## config.mk

```make
export PLATFORM = sky130hd
export DESIGN_NAME = sched_rr_flat
export DESIGN_NICKNAME = d
export VERILOG_FILES = /design/src/rtl/sched_rr_if.sv /design/src/rtl/sched_rr.sv /design/src/flat_wrapper.sv
export SDC_FILE = /design/constraint.sdc
export NUM_CORES = 1
export LEC_CHECK = 0
export ABC_AREA = 1
export ABC_CLOCK_PERIOD_IN_PS = 3300
export CORE_ASPECT_RATIO = 0.75
export CORE_MARGIN = 3
export CORE_UTILIZATION = 41
export DETAILED_ROUTE_END_ITERATION = 10
export PLACE_DENSITY = 0.61
export REMOVE_ABC_BUFFERS = 1
export SLEW_MARGIN = 20
export SYNTH_ARGS = -nofsm -noshare
export SYNTH_HDL_FRONTEND = slang
export SYNTH_SLANG_ARGS = --single-unit
```

## constraint.sdc

```tcl
create_clock -name clk -period 3.3 [get_ports clk]
set_clock_uncertainty 0.1 [all_clocks]
set_input_delay 0.66 -clock clk [delete_from_list [all_inputs] [get_ports clk]]
set_output_delay 0.66 -clock clk [all_outputs]
set_load 0.005 [all_outputs]
```

## src/rtl/sched_rr_if.sv

```systemverilog
`default_nettype none
// ============================================================================
// Module      : sched_rr_if
// Description : Handshake and schedule bus for the round-robin VOQ scheduler.
//               The master side requests rounds and supplies VOQ-empty flags.
//               The slave side (the scheduler) returns busy, a one-cycle valid
//               pulse and the grant/egress schedule.
//   start        master->slave  one-cycle pulse requesting a round
//   voq_empty    master->slave  [4i+3:4i] = ingress i empty flags per egress
//   busy         slave->master  round in progress
//   sched_valid  slave->master  one-cycle pulse, schedule valid
//   sched_grant  slave->master  bit i = ingress i received an egress
//   sched_egress slave->master  [2i+1:2i] = egress granted to ingress i
// Revision    : 1.0 - initial release
// ============================================================================
interface sched_rr_if;
    logic        start;
    logic [15:0] voq_empty;
    logic        busy;
    logic        sched_valid;
    logic [3:0]  sched_grant;
    logic [7:0]  sched_egress;

    modport master (
        output start,
        output voq_empty,
        input  busy,
        input  sched_valid,
        input  sched_grant,
        input  sched_egress
    );

    modport slave (
        input  start,
        input  voq_empty,
        output busy,
        output sched_valid,
        output sched_grant,
        output sched_egress
    );
endinterface
`default_nettype wire

```

## src/rtl/sched_rr.sv

```systemverilog
`default_nettype none
// ============================================================================
// Module      : sched_rr
// Description : 4x4 round-robin VOQ scheduler. A start pulse snapshots the
//               VOQ-empty flags, then four PICK cycles each service one
//               ingress (rotating start ingress per round). Each serviced
//               ingress takes the first free, non-empty egress searching from
//               its own rotating egress pointer. A one-cycle sched_valid pulse
//               follows; grant/egress results hold until the next round.
// Ports       : clk          - single clock, rising edge
//               reset        - asynchronous, active-high
//               bus          - sched_rr_if.slave (start, voq_empty, busy,
//                              sched_valid, sched_grant, sched_egress)
//               grant_count  - 16-bit saturating grant total
//                              (only when SCHED_STATS_EN is defined)
// Options     : `define SCHED_STATS_EN to add the grant_count statistic.
// Parameters  : NONE_IDX - egress index reported for ungranted ingresses
// Revision    : 1.0 - initial release
// ============================================================================
module sched_rr #(
    parameter logic [1:0] NONE_IDX = 2'd0
) (
    input  wire logic   clk,
    input  wire logic   reset,
    sched_rr_if.slave   bus
`ifdef SCHED_STATS_EN
    ,
    output logic [15:0] grant_count
`endif
);

    localparam logic [1:0] ST_IDLE = 2'd0;
    localparam logic [1:0] ST_PICK = 2'd1;
    localparam logic [1:0] ST_DONE = 2'd2;

    logic [1:0]  r_state;
    logic [1:0]  w_state_nxt;
    logic [1:0]  r_step;
    logic [15:0] r_snap;
    logic [3:0]  r_taken;
    logic [3:0]  r_grant;
    logic [7:0]  r_egress;
    logic        r_valid;
    logic [1:0]  r_ing_ptr;
    logic [1:0]  r_egr_ptr [4];

    logic [1:0]  w_ing;
    logic [1:0]  w_base;
    logic [3:0]  w_row;
    logic [1:0]  w_cand;
    logic [1:0]  w_pick;
    logic        w_found;

    // ------------------------------------------------------------------
    // State register
    // ------------------------------------------------------------------
    always_ff @(posedge clk or posedge reset) begin
        if (reset) begin
            r_state <= ST_IDLE;
        end else begin
            r_state <= w_state_nxt;
        end
    end

    // Next-state logic; start outside IDLE is simply dropped.
    always_comb begin
        w_state_nxt = r_state;
        case (r_state)
            ST_IDLE: if (bus.start) w_state_nxt = ST_PICK;
            ST_PICK: if (r_step == 2'd3) w_state_nxt = ST_DONE;
            ST_DONE: w_state_nxt = ST_IDLE;
            default: w_state_nxt = ST_IDLE;
        endcase
    end

    // ------------------------------------------------------------------
    // Egress search for the ingress serviced this PICK step
    // ------------------------------------------------------------------
    assign w_ing  = r_ing_ptr + r_step;
    assign w_base = r_egr_ptr[w_ing];
    assign w_row  = r_snap[{w_ing, 2'b00} +: 4];

    // Rotating first-fit: candidates visited in order base, base+1, ...
    always_comb begin
        w_found = 1'b0;
        w_pick  = 2'd0;
        w_cand  = w_base;
        for (int j = 0; j < 4; j++) begin
            w_cand = w_base + 2'(j);
            if (!w_found && !w_row[w_cand] && !r_taken[w_cand]) begin
                w_found = 1'b1;
                w_pick  = w_cand;
            end
        end
    end

    // ------------------------------------------------------------------
    // Round datapath
    // ------------------------------------------------------------------
    always_ff @(posedge clk or posedge reset) begin
        if (reset) begin
            r_step    <= 2'd0;
            r_snap    <= 16'h0000;
            r_taken   <= 4'b0000;
            r_grant   <= 4'b0000;
            r_egress  <= {4{NONE_IDX}};
            r_valid   <= 1'b0;
            r_ing_ptr <= 2'd0;
            for (int k = 0; k < 4; k++) begin
                r_egr_ptr[k] <= 2'd0;
            end
        end else begin
            r_valid <= 1'b0;
            case (r_state)
                ST_IDLE: begin
                    if (bus.start) begin
                        // Snapshot isolates the round from later VOQ changes.
                        r_snap   <= bus.voq_empty;
                        r_taken  <= 4'b0000;
                        r_grant  <= 4'b0000;
                        r_egress <= {4{NONE_IDX}};
                        r_step   <= 2'd0;
                    end
                end
                ST_PICK: begin
                    r_step <= r_step + 2'd1;
                    if (w_found) begin
                        r_taken[w_pick]              <= 1'b1;
                        r_grant[w_ing]               <= 1'b1;
                        r_egress[{w_ing, 1'b0} +: 2] <= w_pick;
                        r_egr_ptr[w_ing]             <= w_pick + 2'd1;
                    end else begin
                        r_egress[{w_ing, 1'b0} +: 2] <= NONE_IDX;
                    end
                end
                ST_DONE: begin
                    // Valid is registered so it lands the cycle after DONE.
                    r_valid   <= 1'b1;
                    r_ing_ptr <= r_ing_ptr + 2'd1;
                end
                default: begin
                    r_valid <= 1'b0;
                end
            endcase
        end
    end

    assign bus.busy         = (r_state != ST_IDLE);
    assign bus.sched_valid  = r_valid;
    assign bus.sched_grant  = r_grant;
    assign bus.sched_egress = r_egress;

`ifdef SCHED_STATS_EN
    // ------------------------------------------------------------------
    // Saturating grant counter, updated alongside the valid pulse
    // ------------------------------------------------------------------
    logic [15:0] r_count;
    logic [2:0]  w_pop;
    logic [16:0] w_sum;

    assign w_pop = {2'b00, r_grant[0]} + {2'b00, r_grant[1]}
                 + {2'b00, r_grant[2]} + {2'b00, r_grant[3]};
    assign w_sum = {1'b0, r_count} + {14'd0, w_pop};

    always_ff @(posedge clk or posedge reset) begin
        if (reset) begin
            r_count <= 16'h0000;
        end else if (r_state == ST_DONE) begin
            r_count <= w_sum[16] ? 16'hFFFF : w_sum[15:0];
        end
    end

    assign grant_count = r_count;
`endif

endmodule
`default_nettype wire

```

## src/flat_wrapper.sv

```systemverilog
// flat-port wrapper written by rule: the top's interface ports become plain ports
module sched_rr_flat 
#(
    parameter logic [1:0] NONE_IDX = 2'd0
)
  (clk, reset, bus_start, bus_voq_empty, bus_busy, bus_sched_valid, bus_sched_grant, bus_sched_egress);
  sched_rr_if bus_i ();
  input  wire logic clk;
  input  wire logic reset;
  input wire logic [$bits(bus_i.start)-1:0] bus_start;
  input wire logic [$bits(bus_i.voq_empty)-1:0] bus_voq_empty;
  output wire logic [$bits(bus_i.busy)-1:0] bus_busy;
  output wire logic [$bits(bus_i.sched_valid)-1:0] bus_sched_valid;
  output wire logic [$bits(bus_i.sched_grant)-1:0] bus_sched_grant;
  output wire logic [$bits(bus_i.sched_egress)-1:0] bus_sched_egress;
  assign bus_i.start = bus_start;
  assign bus_i.voq_empty = bus_voq_empty;
  assign bus_busy = bus_i.busy;
  assign bus_sched_valid = bus_i.sched_valid;
  assign bus_sched_grant = bus_i.sched_grant;
  assign bus_sched_egress = bus_i.sched_egress;
  sched_rr #(.NONE_IDX(NONE_IDX)) u_core (.clk(clk), .reset(reset), .bus(bus_i));
endmodule
```

### Word level (Yosys, flattened, before mapping)

Cells that the tools add are included.

* bits in registers: 47
* latch bits: 0
* memory bits (writable): 0
* bits in read-only memories: 0
* bits of input ports: 19
* memories kept: 0

* $add $sub $neg: 8
* $mul: 0
* div/mod/pow operators: 0
* magnitude comparators: 10
* eq/ne operators: 6
* shift operators: 4
* mux-type cells: 50
* bitwise gates (word level): 3
* reductions and logical operators: 29

Operators with widths (number)
* $bwmux W8: 3
* $mux W2: 10
* $lt A2 B3 Y1 const B: 6
* $bmux W1 S2: 8
* $mux W8: 2
* $pmux W4 S2: 2
* $pmux W8 S2: 1
* $shiftx A16 B5 Y4: 1
* $mux W1: 15
* $mux W4: 3
* $logic_not A1 Y1: 11
* $logic_and A1 B1 Y1: 10
* $add A2 B1 Y2 const B: 4
* $or A4 B4 Y4: 2
* $pmux W2 S2: 2
* $reduce_and A2 Y1: 4
* $shift A2 B5 Y8 const A: 1
* $shiftx A2 B5 Y8: 1
* $shiftx A2 B5 Y8 const A: 1
* $neg A3 Y5: 1
* $add A2 B2 Y2 const B: 2
* $bmux W2 S2: 1
* $demux W1 S2: 2
* $demux W2 S2: 1
* other kinds (12): 16

### Depth between registers and ports, before layout

Gate-level depths: netlist of run 1.

* depth in word-level cells: 29
* gate-level depth with buffers: 20

### Least setup slack after synthesis of run 1

Ideal clock, no wire load.

* kind: register to register
* from: reg u_core.r_ing_ptr[0]
* to: reg u_core.r_egr_ptr[7] in the netlist's numbering
* setup time: 0.119 ns
* arrival: 2.521 ns
* setup slack: 0.560 ns
* cell stages (with the launch flop): 20
* buffers on the path: 1
* cell sequence: dfrtp_1 > ha_1 > buf_6 > or2_1 > o21ai_0 > nand2_1 > nand2_1 > nand2_1 > nand2_1 > nand3_2 > nand2_4 > inv_1 > nand3_2 > nand3_2 > nand2_4 > inv_4 > ha_1 > inv_1 > nand2_1 > o21a_1

* cells in the longest elaborated chain, start to end: 24
* elaborated cells on any way between the ends: 59
* those cells by class: add/sub: 5; order compare: 2; shift: 1; mux: 30; bitwise: 1; reduce/logical: 20

Ends and longest elaborated chain
* start, declared: RTL line sched_rr.sv:44 `logic [1:0] r_ing_ptr;`
* start signal, assigned: RTL line sched_rr.sv:139 `r_ing_ptr <= r_ing_ptr + 2'd1;`
* $add A2 B2 Y2 *: RTL line sched_rr.sv:79 `assign w_ing = r_ing_ptr + r_step;`
* parallel branches: the longest is 23 deep, another holds $add A2 B1 Y2
* end signal, assigned by index: RTL line sched_rr.sv:131 `r_egr_ptr[w_ing] <= w_pick + 2'd1;`
* end, declared: RTL line sched_rr.sv:45 `logic [1:0] r_egr_ptr [4];`

Every way passes the cells marked *. The select of a mux whose other input is x is not followed.
A chain may end at the register's enable or synchronous reset.

### Final worst setup path of run 1

Ends and elaborated chain as after synthesis.

==> results of run 1 <==
## cells in the final DEF, fill, tap and decap left out, drive strengths merged
| cell type | count |
|---|---|
| o21bai | 2 |
| ha | 10 |
| and2 | 2 |
| inv | 37 |
| o21ai | 24 |
| nand4 | 1 |
| nor2 | 9 |
| buf | 6 |
| nand3 | 30 |
| nor3 | 2 |
| clkinv | 2 |
| or2 | 2 |
| clkbuf | 7 |
| nand2 | 144 |
| xor2 | 1 |
| a21boi | 1 |
| o21a | 4 |
| clkdlybuf4s50 | 32 |
| a21oi | 11 |
| dfrtp | 47 |
| xnor2 | 1 |
## state kept, by name (all words and copies together), names as in the netlist
register,flops
u_core.r_snap,16
u_core.bus.sched_egress,8
u_core.r_egr_ptr,8
u_core.bus.sched_grant,4
u_core.r_taken,4
u_core.r_ing_ptr,2
u_core.r_state,2
u_core.r_step,2
u_core.bus.sched_valid,1
## cell type report
type / count / area, um^2
clock inverter: 1 / 8.76
timing repair buffer: 38 / 365
sequential: 47 / 1180
inverter: 38 / 148
multi-input combinational: 244 / 1470
fill: 641 / 3120
clock buffer: 7 / 86.3
tap: 81 / 101
## logic make-up after synthesis
group	after synthesis	synth area share, %
adder cells (fa/ha/maj)	10	4.43
XOR/XNOR	2	0.620
flip-flops	47	41.6
buffers and inverters	44	6.69
AO/OA/AOI/OAI	42	9.26
AND/OR/NAND/NOR	190	37.4
## stage by stage
stage	instances	worst slack (ns)	hold slack, ns	util (%)	instance area (um^2)
6_report	456	0.392	0.383	51.8	3360
5_1_grt	456	0.0943	0.404	51.8	3360
3_3_place_gp	448	0.255	0.356	50.2	3250
2_1_floorplan	329	0.282	0.341	-	2780
3_5_place_dp	448	0.185	0.359	50.2	3250
4_1_cts	456	0.176	0.385	51.7	3340
## critical path, delay by kind of cell (launching register included)
family | cells | cell delay (ns)
simple gates | 11 | 1.10
flops | 1 | 0.44
compound gates | 2 | 0.18
buf+inv | 4 | 0.41
fa+ha+maj | 2 | 0.59
## worst min-delay path by stage
stage	startpoint	to	slack, ns	depth (start not counted)
after floorplan	u_core.r_snap[2]	u_core.r_snap[2]	0.34	2
after global placement	u_core.r_snap[10]	u_core.r_snap[10]	0.36	2
after detailed placement	u_core.r_snap[2]	u_core.r_snap[2]	0.36	2
after CTS	u_core.r_snap[2]	u_core.r_snap[2]	0.39	2
after global routing	u_core.r_snap[2]	u_core.r_snap[2]	0.40	2
final	u_core.r_snap[2]	u_core.r_snap[2]	0.38	2
## metal layers
metal  vias to the layer above  share of wire (%)  global-route usage (%)  routed length, um
met3                         7                3.0                    3.50                175
met5                         -                  0                       0                  0
met4                         0                1.1                    4.59                 63
met2                        41                 43                    24.9               2530
li1                       1128                  -                       -                  -
met1                      1028                 53                    24.4               3150
==> impl_metrics.json, run 1 <==
{
  "die_y_um": 77.9,
  "endpoint": "u_core.r_egr_ptr[7]",
  "synth_common_cells": "117 x nand2_1, 47 x dfrtp_1, 29 x inv_1, 16 x nand2_2, 14 x nand3_1",
  "syn-cell-area_mm2": 0.00282,
  "drv_cap": 0,
  "grt_util_all_layers_pct": 16.7,
  "n_antenna_cell": 0,
  "ctsHoldBuffers": 0,
  "cts-resized-gates": 0,
  "post-route-min-period_ns": 2.91,
  "portBuffers": 32,
  "synth_edf_count": 0,
  "critPathLaunchType": "flop",
  "rr_startpoint": "u_core.r_ing_ptr[0]",
  "max_freq_mhz": 344,
  "finalHoldViolCount": 0,
  "cts_setup_buffers": 0,
  "grt_overflow": 0,
  "dp.final_hpwl_mm": 4.48,
  "ant_nets": 0,
  "synth-seq-cells": 47,
  "clock_latency_ns": 0.30,
  "ys.flop_type": "dfrtp_1",
  "grt_max_degree": 24,
  "cts_tree": "built",
  "crit_top_cell": "nand2_1",
  "ys_top_cells_by_area": "dfrtp_1 42%, nand2_1 16%, nand3_2 4.6%",
  "crit_arrival_ns": 3.01,
  "avgSynthCellArea_um2": 8.43,
  "cp_max_fo": 10,
  "rows": 25,
  "crit_path_start": "u_core.r_ing_ptr[0]",
  "r2r_slack_ns": 0.39,
  "worst_pin_slew_ns": 0.531,
  "slowest_stage": "dfrtp_1",
  "cts-root-buf": "clkbuf_8",
  "setup_violations": 0,
  "hold_path.class": "reg -> reg",
  "die_w_um": 102,
  "gp_congestion": 0.820,
  "io-pin-count": 33,
  "post-synth-top-count-cell": "nand2_1",
  "core_area_mm2": 0.00647,
  "cts_made_buffers": 5,
  "cts_sinks": 47,
  "reg2reg_depth": 19,
  "netlist.area_leader.share_pct": 41.6,
  "grt_pass1_wl_mm": 10.5,
  "slew_headroom_pct": 64.6,
  "finalWirelength_mm": 5.92,
  "crit_chain": "ha_4 -> buf_4 -> or2_1 -> o21ai_0 -> nand2_1 -> nand2_1 -> nand2_1 -> nand2_1 -> nand3_2 -> nand2_4 -> inv_1 -> nand3_2 -> nand3_2 -> nand2_4 -> inv_4 -> ha_1 -> inv_1 -> nand2_1 -> o21a_1",
  "drt_iter0_drc": 68,
  "clk_path_buf_depth": 2,
  "fin_crit_sh_pct": 88.1,
  "grt_pass1_vias": 2261,
  "synth_largest_area_cell": "dfrtp_1",
  "drive_gt1_share_pct": 21.1,
  "r2r_end": "u_core.r_egr_ptr[7]",
  "wire_per_inst_um": 13.0,
  "synthArstFlopShare_pct": 100,
  "setup-tns-final_ns": 0,
  "dr.pass1.iters": 4,
  "status": "finished, final reports clean",
  "max_stage_delay_ns": 0.44,
  "cts_htree_levels": 2,
  "area_growth_syn_to_layout_pct": 18.9,
  "path_class": "reg -> reg",
  "via_per_inst": 4.83,
  "clkTransAtPathRegs_ns": 0.09,
  "ys_seq_area_share_pct": 41.6,
  "drcViolationCount": 0,
  "slew_violations": 0,
  "nNetsFinal": 403,
  "yosysWarnings": 0,
  "routed-via-count": 2204,
  "crit_path_end_kind": "flop",
  "netlist_instances": 335,
  "ys_types": 33,
  "dieArea_mm2": 0.00793,
  "antenna_found_initial": 0,
  "rsz0062_at_grt": "no",
  "start_util_pct": 43.6,
  "worstPathRequired_ns": 3.40
}
Power of run 1 is not shown: default switching activity piles up to over one toggle a cycle in this logic, so the estimate is an artifact.
==> inputs of run 2 (changes only) <==
DONT_BUFFER_PORTS = 1   (was not set)
PLACE_DENSITY = 0.54   (was 0.61)
==> impl_metrics.json, run 2 (same netlist as run 1, synthesis figures left out) <==
{
  "top_layer": "met4",
  "grt_overflow": 0,
  "dieArea_mm2": 0.00793,
  "post-route-min-period_ns": 2.98,
  "slew_headroom_pct": 45.9,
  "cts_setup_buffers": 0,
  "gp_congestion": 0.819,
  "finalWirelength_mm": 5.79,
  "worst_pin_slew_ns": 0.810,
  "largest_reg_flops": 16,
  "final_core_utilization_pct": 46.4,
  "route.met2.wl_mm": 2.51,
  "drv_cap": 0,
  "wire_per_inst_um": 13.7,
  "critPathLaunchType": "flop",
  "wl_met3_um": 286,
  "dp.final_hpwl_mm": 4.35,
  "hold_path.class": "in -> async",
  "drcViolationCount": 0,
  "clk_path_buf_depth": 2,
  "setup-tns-final_ns": 0,
  "io-pin-count": 33,
  "wl_met1_mm": 2.93,
  "dr.pass1.iters": 4,
  "n_antenna_cell": 0,
  "die_w_um": 102,
  "setup_ws_ns": 0.318,
  "path_class": "reg -> reg",
  "routed-via-count": 2041,
  "nFillCells": 642,
  "cts_htree_levels": 2,
  "cp_max_fo": 11,
  "hold_ws_ns": 0.254,
  "rsz0062_at_grt": "no",
  "antenna_found_initial": 0,
  "area_growth_syn_to_layout_pct": 6.47,
  "die_y_um": 77.9,
  "cts_made_buffers": 5,
  "max_freq_mhz": 335,
  "portBuffers": 0,
  "crit_arrival_ns": 3.09,
  "finalHoldViolCount": 0,
  "ctsHoldBuffers": 0,
  "top_register": "u_core.r_snap",
  "status": "finished, final reports clean",
  "cts_sinks": 47,
  "rows": 25,
  "nNetsFinal": 369,
  "drive_gt1_share_pct": 22.6,
  "post-place-ws_ns": 0.324,
  "clkTransAtPathRegs_ns": 0.09,
  "drt_iter0_drc": 60,
  "worstPathRequired_ns": 3.40,
  "grt_max_degree": 48,
  "final_common_cell": "nand2_1",
  "crit_path_end_kind": "flop",
  "grt_pass1_vias": 2068,
  "cts-resized-gates": 0,
  "clock_latency_ns": 0.30,
  "core_area_mm2": 0.00647,
  "mostFrequentLayoutCells": "117 x nand2_1, 47 x dfrtp_1, 28 x inv_1, 16 x nand2_2, 14 x nand3_1",
  "via_per_inst": 4.84,
  "cts_tree": "built",
  "grt_pass1_wl_mm": 9.91,
  "grt_util_all_layers_pct": 15.7,
  "slew_violations": 0,
  "cts-root-buf": "clkbuf_8",
  "ant_nets": 0,
  "fin_crit_sh_pct": 90.4,
  "start_util_pct": 43.6,
  "setup_violations": 0
}
## run 2: critical path, stage by stage, from the launching register on
cell and delay [ns]:
dfrtp_1 0.42, ha_1 0.38, buf_4 0.22, o21ai_2 0.24
inv_2 0.05, nand2_2 0.08, nand2_4 0.08, nand3_2 0.07
nand2_2 0.08, nand2_1 0.09, nand2_2 0.09, nor2_8 0.15
nand3_2 0.08, nand2_2 0.08, nand2_4 0.08, inv_4 0.09
ha_1 0.23, inv_1 0.10, nand2_1 0.07, o21a_1 0.10
## run 2: layout make-up
class	count	area, um^2	share of cell area [%]
tap	81	101	3.37
timing repair buffer	4	30.0	0.999
inverter	38	149	4.95
clock inverter	3	22.5	0.749
clock buffer	5	68.8	2.29
multi-input combinational	244	1460	48.5
sequential	47	1180	39.1
## run 2: per-layer routing
metal | global-route usage [%] | up-vias
met5 | 0 | -
met4 | 3.54 | 0
met3 | 3.59 | 6
met2 | 24.1 | 30
met1 | 22.6 | 939
li1 | - | 1066
## run 2: path summary, 6_finish.rpt
check,start,end,slack (ns),depth (start not counted)
worst max-delay path,u_core.r_ing_ptr[0],u_core.r_egr_ptr[7],0.32,19
worst min-delay path,reset,u_core.r_state[1],0.25,1
worst max register to register,u_core.r_ing_ptr[0],u_core.r_egr_ptr[7],0.32,19
worst min register to register,u_core.r_snap[11],u_core.r_snap[11],0.39,2
max in group asynchronous,reset,u_core.r_snap[6],2.36,1
min in group clk,bus_voq_empty[10],u_core.r_snap[10],0.36,2
## run 2: through the flow
stage                     area [um^2]  cells
after floorplan                  2780    329
after global placement           2910    414
after detailed placement         2910    414
after CTS                        3010    422
after global routing             3010    422
final                            3010    422
Power of run 2 is left out for the same reason.
